### config.mk
export PLATFORM = sky130hd
export DESIGN_NAME = pipe_stage_reg
export DESIGN_NICKNAME = d
export VERILOG_FILES = /design/src/rtl/pipe_pkg.sv /design/src/rtl/sat_cnt.sv /design/src/rtl/pipe_stage_reg.sv
export SDC_FILE = /design/constraint.sdc
export NUM_CORES = 1
export LEC_CHECK = 0
export BUFFER_PORTS_ARGS = -buffer_cell sky130_fd_sc_hd__buf_4
export CAP_MARGIN = 20
export CORE_MARGIN = 2
export CORE_UTILIZATION = 28
export CTS_CLUSTER_DIAMETER = 40
export DETAILED_ROUTE_END_ITERATION = 6
export GPL_TIMING_DRIVEN = 0
export HOLD_SLACK_MARGIN = 0.1
export PLACE_DENSITY = 0.65
export SETUP_SLACK_MARGIN = 0.15
export SLEW_MARGIN = 10
export SYNTH_ARGS = -nofsm -noshare
export SYNTH_HDL_FRONTEND = slang
export SYNTH_SLANG_ARGS = --single-unit
### constraint.sdc
create_clock -name clk -period 0.8 [get_ports clk]
set_input_delay 0.04 -clock clk [delete_from_list [all_inputs] [get_ports clk]]
set_output_delay 0.04 -clock clk [all_outputs]
set_load 0.02 [all_outputs]
### src/rtl/pipe_pkg.sv
// Shared constants for the pipeline stage register: stall/reset encodings,
// the all-zero word, performance-counter width, NOP instruction fields and
// the per-cycle action encoding.
package pipe_pkg;

    localparam logic Stop      = 1'b1;
    localparam logic NoStop    = 1'b0;
    localparam logic RstEnable = 1'b1;

    localparam logic [31:0] ZeroWord = 32'h0000_0000;

    localparam int CNT_W = 16;

    // Field encodings of the canonical NOP (addi x0, x0, 0).
    localparam logic [6:0]  NOP_OPCODE = 7'h13;
    localparam logic [4:0]  NOP_RD     = 5'd0;
    localparam logic [2:0]  NOP_FUNCT3 = 3'b000;
    localparam logic [4:0]  NOP_RS1    = 5'd0;
    localparam logic [11:0] NOP_IMM    = 12'h000;

    // Assembles a 32-bit NOP word; callers pass it as NOP_VAL when a real
    // instruction-shaped bubble is wanted instead of all zeros.
    function automatic logic [31:0] nop_word();
        return {NOP_IMM, NOP_RS1, NOP_FUNCT3, NOP_RD, NOP_OPCODE};
    endfunction

    typedef enum logic [1:0] {
        ACT_LOAD   = 2'd0,
        ACT_HOLD   = 2'd1,
        ACT_BUBBLE = 2'd2,
        ACT_FLUSH  = 2'd3
    } stage_act_e;

endpackage

### src/rtl/sat_cnt.sv
// Width-parametrised saturating up-counter. clr wins over inc; the count
// sticks at all-ones instead of wrapping.
module sat_cnt
    import pipe_pkg::*;
#(
    parameter int W = 16
) (
    input  logic         clk,
    input  logic         rst,
    input  logic         inc,
    input  logic         clr,
    output logic [W-1:0] cnt
);

    logic [W-1:0] r_cnt;

    // Clear on reset or clr, otherwise count up until all-ones.
    always_ff @(posedge clk) begin
        if (rst == RstEnable || clr) begin
            r_cnt <= '0;
        end else if (inc && (r_cnt != '1)) begin
            r_cnt <= r_cnt + 1'b1;
        end
    end

    assign cnt = r_cnt;

endmodule

### src/rtl/pipe_stage_reg.sv
// Pipeline stage register with stall/bubble/flush handling.
// Action priority per cycle: rst, flush, bubble (own stall set, next stage
// free), hold (own and next stage stalled), load.
// Optional bubble/flush performance counters are built only when the macro
// PIPE_PERF_EN is defined; otherwise the counter ports read constant 0.
module pipe_stage_reg
    import pipe_pkg::*;
#(
    parameter int             DW      = 32,
    parameter int             STALL_W = 6,
    parameter int             STAGE   = 2,
    parameter logic [DW-1:0]  NOP_VAL = DW'(ZeroWord)
) (
    input  logic               clk,
    input  logic               rst,
    input  logic [STALL_W-1:0] stall,
    input  logic               flush,
    input  logic [DW-1:0]      in_data,
    input  logic               in_valid,
    output logic [DW-1:0]      out_data,
    output logic               out_valid,
    input  logic               cnt_clr,
    output logic [CNT_W-1:0]   bubble_cnt,
    output logic [CNT_W-1:0]   flush_cnt
);

    if (STAGE >= STALL_W || STAGE < 0 || DW < 1) begin : g_bad_param
        $error("pipe_stage_reg: illegal parameters DW=%0d STALL_W=%0d STAGE=%0d",
               DW, STALL_W, STAGE);
    end

    logic               w_s_cur;
    logic               w_s_nxt;
    stage_act_e         w_act;
    logic [STALL_W-1:0] w_unused_stall;
    logic [DW-1:0]      r_data;
    logic               r_valid;

    assign w_s_cur        = stall[STAGE];
    assign w_unused_stall = stall;

    // The last stage has no downstream stall bit; treat it as never stalled.
    if (STAGE < STALL_W - 1) begin : g_nxt
        assign w_s_nxt = stall[STAGE+1];
    end else begin : g_last
        assign w_s_nxt = NoStop;
    end

    // Decode this cycle's action; s_cur=0 always loads, even if s_nxt=1.
    always_comb begin
        w_act = ACT_LOAD;
        if (flush) begin
            w_act = ACT_FLUSH;
        end else if (w_s_cur == Stop && w_s_nxt == NoStop) begin
            w_act = ACT_BUBBLE;
        end else if (w_s_cur == Stop) begin
            w_act = ACT_HOLD;
        end
    end

    // Payload register: reset/flush/bubble insert NOP, hold keeps, load captures.
    always_ff @(posedge clk) begin
        if (rst == RstEnable) begin
            r_data  <= NOP_VAL;
            r_valid <= 1'b0;
        end else begin
            case (w_act)
                ACT_LOAD: begin
                    r_valid <= in_valid;
                    r_data  <= in_valid ? in_data : NOP_VAL;
                end
                ACT_HOLD: begin
                    r_valid <= r_valid;
                    r_data  <= r_data;
                end
                default: begin
                    r_valid <= 1'b0;
                    r_data  <= NOP_VAL;
                end
            endcase
        end
    end

    assign out_data  = r_data;
    assign out_valid = r_valid;

`ifndef SYNTHESIS
    // A stage that is free while its successor is stalled means the stall
    // controller produced a non-monotonic vector.
    always_ff @(posedge clk) begin
        if (rst != RstEnable) begin
            assert (!(w_s_cur == NoStop && w_s_nxt == Stop))
            else $error("pipe_stage_reg: illegal stall vector %b at stage %0d", stall, STAGE);
        end
    end
`endif

`ifdef PIPE_PERF_EN
    sat_cnt #(.W(CNT_W)) u_bubble (
        .clk (clk),
        .rst (rst),
        .inc (w_act == ACT_BUBBLE),
        .clr (cnt_clr),
        .cnt (bubble_cnt)
    );

    sat_cnt #(.W(CNT_W)) u_flush (
        .clk (clk),
        .rst (rst),
        .inc (w_act == ACT_FLUSH),
        .clr (cnt_clr),
        .cnt (flush_cnt)
    );
`else
    logic w_unused_cnt_clr;
    assign w_unused_cnt_clr = cnt_clr;
    assign bubble_cnt       = '0;
    assign flush_cnt        = '0;
`endif

endmodule

Word-level counts from Yosys, hierarchy flattened. Cells that the tools add are included.

Register bits: 33. Input port bits: 43. Logic and storage cells: 12.

Eq/ne operators: 1. Multiplexer cells: 6. Bitwise logic cells: 1. Reduce and logical (&&, ||, !) cells: 2.

Operators by type and width (count): $pmux 32 s2 (1); $mux 32 (1); $mux 2 (2); $eq 2x1->1 const B (1); $logic_not 2->1 (1); $pmux 1 s2 (1); $logic_and 1x1->1 (1); $mux 1 (1); $not 1->1 (1).

Depth between registers and ports, before layout.
Depth in word-level cells: 6. Depth in mapped cells: 5. Mapped depth without buffers: 2.

Least setup slack after synthesis. OpenSTA, ideal clock, no wires.

Path type: register to register. Start point: reg out_valid (netlist name). End point: reg r_valid, in the netlist out_valid. Library setup time: 79 ps. Arrival: 727 ps. Required time: 721 ps. Setup slack: -6 ps. Stages on the path, launching flop included: 3. Clock period less this slack: 806 ps. Path through: dfxtp_1 nand3_1 a211oi_2.

RTL lines: end signal: assignment (line pipe_stage_reg.sv:69) `r_valid <= in_valid;`; end signal: assignment (line pipe_stage_reg.sv:73) `r_valid <= r_valid;`; end: declaration (line pipe_stage_reg.sv:37) `logic r_valid;`.

Worst setup path after layout.
Start point: reg r_data[8], in the netlist out_data[8]. End point: out out_data[8].

RTL lines: start: declaration (line pipe_stage_reg.sv:36) `logic [DW-1:0] r_data;`; start signal: assignment (line pipe_stage_reg.sv:70) `r_data <= in_valid ? in_data : NOP_VAL;`; start signal: assignment (line pipe_stage_reg.sv:74) `r_data <= r_data;`; end: declaration (line pipe_stage_reg.sv:20) `output logic [DW-1:0] out_data,`.

No word-level cell between the ends.

==> results.toml <==
[layout]
n_antenna_cell = 0
fin_area_sq_um = 3020
layout-drive-gt1-share = 0.569
mostFrequentLayoutCells = "buf_4, buf_6, dfxtp_4"
fin_nets = 339
layout_commonest_cell = "buf_4"
areaGrowthSynthToFinish_pct = 57.5

[power_and_ir_drop]
vdd_drop_max_uv = 724
seqPwrFrac = 0.439
power.internal_mw = 2.61
comb_power_share = 0.245
cellPowerDensity_nw_per_um2 = 1210
cellLeakagePower_nw = 1.25
switchingPower_mw = 1.05
p_sw_frac = 0.288
finalPower_mw = 3.66
power_frac_clock = 0.316

[timing]
rsz0062_at_grt = "true"
period_needed_ps = 794
period_share = 0.993
fmax_ghz = 1.26
setup_viol = 0
slew_viol_final = 0
hold_viol = 0
skew_ps = 0

[place]
io_buffers = 67
dp_hpwl_um = 3880
routabilityCongestion = 0.669
post_dp_cell_area_sq_um = 2780

[routing]
wl_per_cell_um = 14.4
drt.antenna.violating_nets = 0
drc = 0
dr_total_vias = 1745
firstDrtPassIters = 4
routed_wl_um = 5390
drtIter0Drc = 61
via_per_inst = 4.65

[critical_path]
cp.required_ps = 760
crit_arrival_ps = 750
endpoint_kind = "output pin"
crit_path_top_delay_cell = "dfxtp_4"
crit_fanout = 2
cp_top_family = "flip-flops"
max_stage_delay_ps = 350
startpoint_type = "flop"
cp_cell_sequence = "buf_6"
path_buf_inv = 1
critPathKind = "reg -> out"

[synth]
yosys.cell_types.count = 15
ys_warn_count = 0
ys_seq_elements = 33
netlist_area_sq_um = 1920
synth_top_area_share = 0.344
syn_avg_cell_area_sq_um = 10.1
synthTopCellsByArea = "dfxtp_1, nand4bb_1, nand4b_1"
synthCells = 189
synth.largest_area_cell = "dfxtp_1"
ys_seq_area_frac = 0.344

[floorplanning]
core_area_sq_um = 6720
initial_core_util = 0.285
ioPinCount = 108
die_x_um = 86.8
die_area_sq_um = 7530
die_y_um = 86.8
rows = 30

[cts]
insertion_delay_ps = 280
clkSinkCount = 33
htreeDepth = 2
path_clk_slew_ps = 70
cts_root_buffer = "clkbuf_8"
clock_path_buffers = 2
numCtsBuffers = 5
tritoncts = "done"

[global_routing]
grt_usage = 0.140
grt-ovfl-total = 0
grt_pass1_vias = 1692
grt_max_degree = 11
antenna_found_initial = 0
grt_pass1_wl_um = 8240

[run_status]
outcome = "finished, final reports clean"

[hold_path]
hold_class = "in -> reg"

[run]
drv_cap = 0
==> logic make-up (layout without fill, tap and decap cells) <==
| group | after synthesis | after routing | share of synthesized area |
|---|---|---|---|
| and+or+nand+nor | 66 | 66 | 0.342 |
| DFF | 33 | 33 | 0.344 |
| AOI/OAI and AO/OA | 33 | 33 | 0.0939 |
| buffers and inverters | 56 | 131 | 0.217 |
| other | 1 | 32 | 0.00196 |
==> cell usage after synthesis <==
| cell type | number |
|---|---|
| a21oi_1 | 31 |
| nand2b_1 | 1 |
| nand3b_4 | 1 |
| nand4bb_1 | 31 |
| buf_4 | 32 |
| buf_6 | 2 |
| buf_8 | 4 |
| buf_2 | 8 |
| a211oi_2 | 2 |
| nand3_1 | 2 |
| clkbuf_1 | 9 |
| dfxtp_1 | 33 |
| buf_12 | 1 |
| nand4b_1 | 31 |
| conb_1 | 1 |
==> power groups by stage <==
| stage | combinational [mW] | sequential [mW] | clock [mW] |
|---|---|---|---|
| 2_1_floorplan | 0.556 | 1.68 | 0 |
| 3_3_place_gp | 0.866 | 1.64 | 0 |
| 3_5_place_dp | 0.868 | 1.64 | 0 |
| 4_1_cts | 0.893 | 1.61 | 1.21 |
| 5_1_grt | 0.959 | 1.61 | 1.29 |
| 6_report | 0.899 | 1.61 | 1.16 |
==> sequential cells by signal, indices dropped and copies added, names as in the netlist <==
register,cells
out_data,32
out_valid,1
==> routing by layer <==
| metal | GRT usage | vias to the layer above | share of wire |
|---|---|---|---|
| li1 | - | 857 | - |
| met5 | 0 | - | 0 |
| met3 | 0.0410 | 4 | 0.062 |
| met4 | 0.0398 | 0 | 0.0071 |
| met2 | 0.219 | 73 | 0.47 |
| met1 | 0.188 | 811 | 0.46 |
==> final timing paths <==
kind	start	endpoint	slack [ps]	cells after the start
max reg2reg	out_valid	out_valid	60	3
max	out_data[8]	out_data[8]	6	1
min	in_data[1]	out_data[1]	40	3
min reg2reg	out_data[28]	out_data[28]	480	2
==> cell type report <==
type,count,area (sq um)
plain buffers,56,434
fillers,658,3700
flip-flops and latches,33,785
multi-input cells,131,978
repair buffers,69,649
clock inverters,1,5.00
clock buffers,5,68.8
well taps,80,100
==> through the flow <==
stage	setup TNS (ps)	hold slack (ps)	instances	util	worst slack (ps)
2_1_floorplan	0	188	220	-	108
3_3_place_gp	-1980	329	367	0.414	-136
3_5_place_dp	-2570	330	367	0.414	-148
4_1_cts	-42.5	31.9	375	0.448	-7.07
5_1_grt	-482	32.1	375	0.450	-23.4
6_report	0	38.8	375	0.450	5.89
==> timing repair <==
action,4_1_cts,5_1_grt
buffers inserted,2,0
cloned,0,0
resized for setup,36,5
setup endpoints to repair,40,65
endpoints found under the hold margin,32,32
pin swaps,9,9
Power figures use the tool's default switching activity.
